File: config.mk
export PLATFORM = sky130hd
export DESIGN_NAME = sense_sequencer
export DESIGN_NICKNAME = d
export VERILOG_FILES = /design/src/rtl/sense_sequencer.sv
export SDC_FILE = /design/constraint.sdc
export NUM_CORES = 1
export LEC_CHECK = 0
export BUFFER_PORTS_ARGS = -buffer_cell sky130_fd_sc_hd__buf_4
export CAP_MARGIN = 20
export CORE_MARGIN = 2
export CORE_UTILIZATION = 40
export CTS_BUF_LIST = sky130_fd_sc_hd__clkbuf_8
export DETAILED_ROUTE_END_ITERATION = 8
export PLACE_DENSITY = 0.71
export SYNTH_ARGS = -nofsm -noshare
export SYNTH_HDL_FRONTEND = slang
export SYNTH_SLANG_ARGS = --single-unit
File: constraint.sdc
create_clock -name clk -period 2.6 [get_ports clk]
set_clock_uncertainty 0.2 [all_clocks]
set_input_delay 0 -clock clk [delete_from_list [all_inputs] [get_ports clk]]
set_output_delay 0 -clock clk [all_outputs]
set_load 0.005 [all_outputs]
File: src/rtl/sense_sequencer.sv
// Sense measurement sequencer: IDLE -> BIAS -> LED -> CLEAR, with the comparator resynchronised before sampling.
// Define SENSE_SEQUENCER_MAJORITY_EN for 2-of-3 majority sampling over the last three LED cycles.
module sense_sequencer #(
  parameter int CNT_W       = 8,
  parameter int SYNC_STAGES = 2
) (
  input  logic             clk,
  input  logic             rst_n,
  input  logic             ena,
  input  logic             start,
  input  logic             continuous,
  input  logic [CNT_W-1:0] settle_cyc,
  input  logic [CNT_W-1:0] led_cyc,
  input  logic             cmp_in,
  output logic             bias_en,
  output logic             led_en,
  output logic             sample_stb,
  output logic             latch_clr,
  output logic             result,
  output logic             result_valid,
  output logic             busy
);

  localparam logic [1:0] ST_IDLE  = 2'd0;
  localparam logic [1:0] ST_BIAS  = 2'd1;
  localparam logic [1:0] ST_LED   = 2'd2;
  localparam logic [1:0] ST_CLEAR = 2'd3;

`ifdef SENSE_SEQUENCER_MAJORITY_EN
  localparam logic [CNT_W-1:0] LED_MIN  = CNT_W'(3);
  localparam logic [CNT_W-1:0] STB_LAST = CNT_W'(2);
`else
  localparam logic [CNT_W-1:0] LED_MIN  = CNT_W'(1);
  localparam logic [CNT_W-1:0] STB_LAST = CNT_W'(0);
`endif

  logic [1:0]             state_q, state_d;
  logic [CNT_W-1:0]       cnt_q, cnt_d;
  logic [SYNC_STAGES-1:0] sync_p;
  logic                   smp;
  logic                   decision;

  // Clamp a duration to its minimum and convert it to a count-down preload (count reaches 0 on the last cycle).
  function automatic logic [CNT_W-1:0] dur_load(input logic [CNT_W-1:0] cyc,
                                                input logic [CNT_W-1:0] min_cyc);
    logic [CNT_W-1:0] eff;
    eff = (cyc < min_cyc) ? min_cyc : cyc;
    return eff - CNT_W'(1);
  endfunction

  // Stage: comparator resynchronisation
  always_ff @(posedge clk) begin
    if (!rst_n) begin
      sync_p <= '0;
    end else begin
      sync_p[0] <= cmp_in;
      for (int i = 1; i < SYNC_STAGES; i++) sync_p[i] <= sync_p[i-1];
    end
  end

  assign smp = sync_p[SYNC_STAGES-1];

`ifdef SENSE_SEQUENCER_MAJORITY_EN
  logic [1:0] maj_p;

  // Stage: hold the two earlier strobed samples until the third arrives
  always_ff @(posedge clk) begin
    if (!rst_n) maj_p <= '0;
    else if (sample_stb) maj_p <= {maj_p[0], smp};
  end

  assign decision = (maj_p[1] & maj_p[0]) | (maj_p[1] & smp) | (maj_p[0] & smp);
`else
  assign decision = smp;
`endif

  always_comb begin
    state_d = state_q;
    cnt_d   = cnt_q;
    case (state_q)
      ST_IDLE: begin
        if (ena && start) begin
          state_d = ST_BIAS;
          cnt_d   = dur_load(settle_cyc, CNT_W'(1));
        end
      end
      ST_BIAS: begin
        if (!ena) begin
          state_d = ST_IDLE;
          cnt_d   = '0;
        end else if (cnt_q == '0) begin
          state_d = ST_LED;
          cnt_d   = dur_load(led_cyc, LED_MIN);
        end else begin
          cnt_d = cnt_q - CNT_W'(1);
        end
      end
      ST_LED: begin
        if (!ena) begin
          state_d = ST_IDLE;
          cnt_d   = '0;
        end else if (cnt_q == '0) begin
          state_d = ST_CLEAR;
        end else begin
          cnt_d = cnt_q - CNT_W'(1);
        end
      end
      default: begin
        cnt_d = '0;
        if (ena && continuous) begin
          state_d = ST_BIAS;
          cnt_d   = dur_load(settle_cyc, CNT_W'(1));
        end else begin
          state_d = ST_IDLE;
        end
      end
    endcase
  end

  // Stage: state, counter and registered outputs decoded from the next state
  always_ff @(posedge clk) begin
    if (!rst_n) begin
      state_q      <= ST_IDLE;
      cnt_q        <= '0;
      bias_en      <= 1'b0;
      led_en       <= 1'b0;
      sample_stb   <= 1'b0;
      latch_clr    <= 1'b0;
      result       <= 1'b0;
      result_valid <= 1'b0;
      busy         <= 1'b0;
    end else begin
      state_q      <= state_d;
      cnt_q        <= cnt_d;
      bias_en      <= (state_d == ST_BIAS) || (state_d == ST_LED);
      led_en       <= (state_d == ST_LED);
      sample_stb   <= (state_d == ST_LED) && (cnt_d <= STB_LAST);
      latch_clr    <= (state_d == ST_CLEAR);
      result_valid <= (state_d == ST_CLEAR);
      busy         <= (state_d != ST_IDLE);
      if ((state_q == ST_LED) && (state_d == ST_CLEAR)) result <= decision;
    end
  end

endmodule

==> qor.txt <==
======================================================================================================
Instance area at placement                                                                0.00178 mm^2
Number of placed I/O pins                                                                           29
Share of the cycle needed by the critical path after routing                                     0.936
Post-synthesis instance area                                                              0.00135 mm^2
Sequential element share of the synthesized area                                                 0.268
Fraction of registers with async set/reset                                                           0
Outcome                                                                                   complete, no violations
Clock tree from TritonCTS                                                                        built
Die width                                                                                      62.0 um
Number of pins exceeding their max-slew limit in the final report                                    0
Total net switching power                                                                   0.000275 W
Number of antenna violations at the first check in global routing                                    0
EDFF count, synth                                                                                    0
Setup-failing EPs final                                                                              0
Largest area contributor in the netlist                                                        dfxtp_1
Reg2reg end                                                                                 sample_stb
Required time worst endpoint                                                                   2570 ps
Final routed wire length divided by cell count                                                 13.1 um
Synth area leaders                                                                        dfxtp_1, ha_1, nor2_1, xnor2_1, and2_1
End point of the critical path                                                              sample_stb
Starting utilization of the core area                                                            0.410
Clock transition at the register clock pins on the worst setup and hold paths after CTS          70 ps
Switching share of power                                                                         0.315
Number of sinks handled by clock tree synthesis                                                     18
Warning count from the yosys run                                                                     0
Global-route wire length before repair                                                         5.97 mm
Flip-flop cell with the highest count after synthesis                                          dfxtp_1
Total DRC errors in the routed layout                                                                0
Tot Pwr                                                                                     0.000873 W
Number of diodes                                                                                     0
Yosys reg bits                                                                                      18
HPWL after DPL                                                                                 2.78 mm
Routability Congestion                                                                           0.863
Post-Layout Inst Area                                                                     0.00193 mm^2
CTS max path bufs                                                                                    2
CP cell instances                                                                         inv_1, ha_2, nor3b_4, nand2_2, nor2_1, o21ai_0, inv_1, ha_1, and2_4, nand3_1, or4_4, nor4_2
Hold Violations, Final                                                                               0
Timing startpoint of the critical path                                                        cnt_q[0]
Leakage component of the power                                                                0.825 nW
Setup WS pre-CTS                                                                               -182 ps
Cell at the slowest stage of the critical path                                                   or4_4
Vias post-DR                                                                                     1,478
Insertion delay of the later-clocked pin in the worst-skew pair                                 260 ps
Detail Route Antenna Nets                                                                            0
Kind of path behind the tightest hold check                                               input pin to register
Vias in the first global route                                                                   1,368
Clock buffer count from CTS                                                                          3
Final critical delay including setup and external delays                                       2430 ps
Internal portion of total power                                                             0.000598 W
Critical Setup Path Class                                                                 register to register
Avg Cell Area, Syn                                                                           7.87 um^2
Leading cell type by number of instances after synthesis                                        nor2_1
Register-to-register setup slack                                                                170 ps
Area growth from synthesis to final layout                                                       43.4%
Ratio of cells with drive above 1 in the final layout                                            0.322
Nets                                                                                               259
Sequential cell fraction of total power                                                          0.351
Fill cell count                                                                                    309
Combinational cell fraction of total power                                                       0.389
Synth cell count leaders                                                                  nor2_1, dfxtp_1, nand2_1
Core Region                                                                               0.00328 mm^2
H-tree levels                                                                                        1
Endpoint arrival time on the critical path                                                     2400 ps
Die footprint                                                                             0.00385 mm^2
Height of the chip                                                                             62.0 um
TritonRoute pass-1 iters                                                                             4
Max Clk Rate                                                                                 0.411 GHz
Tot GR Track Use                                                                                 0.210
Portion of synthesized cell area occupied by the leading cell type                               0.268
Ratio of routed vias to standard cells                                                            5.36
Total nets after synthesis                                                                         199
Root buffer cell                                                                              clkbuf_8
Peak fanout along the critical path                                                                  4
Startpoint type of the worst setup path                                                       register
Cell count after synthesis                                                                         171
Worst reg2reg path depth                                                                            12
Worst-case headroom to the max-slew limit                                                        0.632
Maximum number of pins on one net before global-route repair                                        12
Power density over cell area                                                               452 mW/mm^2
Tightest Pin Transition                                                                         548 ps
Number of standard-cell rows in the floorplan                                                       21
Number of max-cap violations                                                                         0
Worst reg2reg path startpoint                                                                 cnt_q[0]
Total negative slack for setup checks                                                             0 ps
Crit path capture type                                                                        register
Library cells used by synthesis                                                                     48
Highest ir drop seen on vdd                                                                   0.379 mV
Routed wire length                                                                             3.63 mm
Overall overflow remaining after global route                                                        0
Worst path max stage delay                                                                      420 ps
Most Frequent Cell on Critical Path                                                              inv_1
Post-route worst setup slack                                                                    167 ps
Detailed Route Iter0 Violations                                                                     97
Share of power burned in the clock network                                                       0.260
Number of buffers added on ports                                                                    28
======================================================================================================
==> stage by stage <==
step / utilization / hold slack, ps / instances
global placement: 0.541 / 7.74 / 266
finish: 0.588 / 42.7 / 276
CTS: 0.570 / 38.1 / 274
floorplan: - / -82.5 / 171
detailed placement: 0.541 / 18.0 / 266
global route: 0.588 / 76.0 / 276
==> cells in the final DEF (no fill, tap or decap), drive strengths merged, types with 2 or more instances in the layout <==
cell,instances
nor2,19
o31ai,4
o21a,3
a21oi,8
xnor2,7
nand3,4
nor3b,4
dlygate4sd3,4
inv,9
nand2b,3
buf,55
dfxtp,18
o21ai,11
and3,2
ha,6
clkbuf,4
a32oi,2
nor3,4
and2,10
o211ai,2
nand2,14
a221o,2
nor4,4
xor2,3
a222oi,2
o22ai,3
or4,8
==> cell type report <==
class                      instances  area, um^2  area share
clock buffer                       4        55.1      0.0285
inverter                          10        37.5      0.0194
multi-input combinational        139         967       0.501
sequential                        18         360       0.187
tap                               46        57.6      0.0298
timing repair buffer              59         453       0.235
==> repair_timing <==
| action | in CTS | in global routing |
|---|---|---|
| hold buffers | 4 | 0 |
| buffers inserted | 0 | 2 |
| resized for setup | 0 | 10 |
| setup endpoints to repair | 0 | 2 |
| hold endpoints to repair | 17 | 0 |
==> layer usage <==
layer / GRT usage / vias up / wire (um)
met3: 0.0269 / 11 / 215
li1: - / 749 / -
met2: 0.371 / 55 / 1770
met1: 0.261 / 663 / 1530
met4: 0.0729 / 0 / 107
met5: 0 / - / 0
==> worst min-delay path by stage <==
stage | from | to | slack [ps] | cells past startpoint
5_1_grt | settle_cyc[6] | cnt_q[6] | 80 | 4
2_1_floorplan | rst_n | cnt_q[1] | -80 | 1
4_1_cts | settle_cyc[6] | sample_stb | 40 | 5
3_3_place_gp | cmp_in | sync_p[0] | 8 | 2
3_5_place_dp | cmp_in | sync_p[0] | 20 | 2
6_report | settle_cyc[6] | sample_stb | 40 | 5
==> registers in the layout, summed over array words and instances (netlist names) <==
register      count
sync_p            2
state_q           2
bias_en           1
busy              1
cnt_q             8
result_valid      1
result            1
led_en            1
sample_stb        1
==> worst max-delay path, delay by kind of cell, from the launching register on <==
kind | cells | cell delay (ps)
simple gates | 7 | 1180
compound gates | 1 | 100
buf+inv | 2 | 180
fa+ha+maj | 2 | 350
flops | 1 | 320
==> cell families after synthesis <==
family | after synthesis | share of synthesized area
simple gates | 76 | 0.317
compound gates | 46 | 0.240
flops | 18 | 0.268
buf+inv | 14 | 0.0474
xor+xnor | 10 | 0.0651
fa+ha+maj | 6 | 0.0558
mux | 1 | 0.00744
==> power by group through the flow <==
stage          logic (W)  registers [W]  clock network (W)
5_1_grt         0.000376       0.000308           0.000240
3_3_place_gp    0.000311       0.000310                  0
2_1_floorplan   0.000184       0.000312                  0
3_5_place_dp    0.000311       0.000311                  0
6_report        0.000340       0.000306           0.000227
4_1_cts         0.000318       0.000305           0.000231
(Power assumes the default switching activity.)
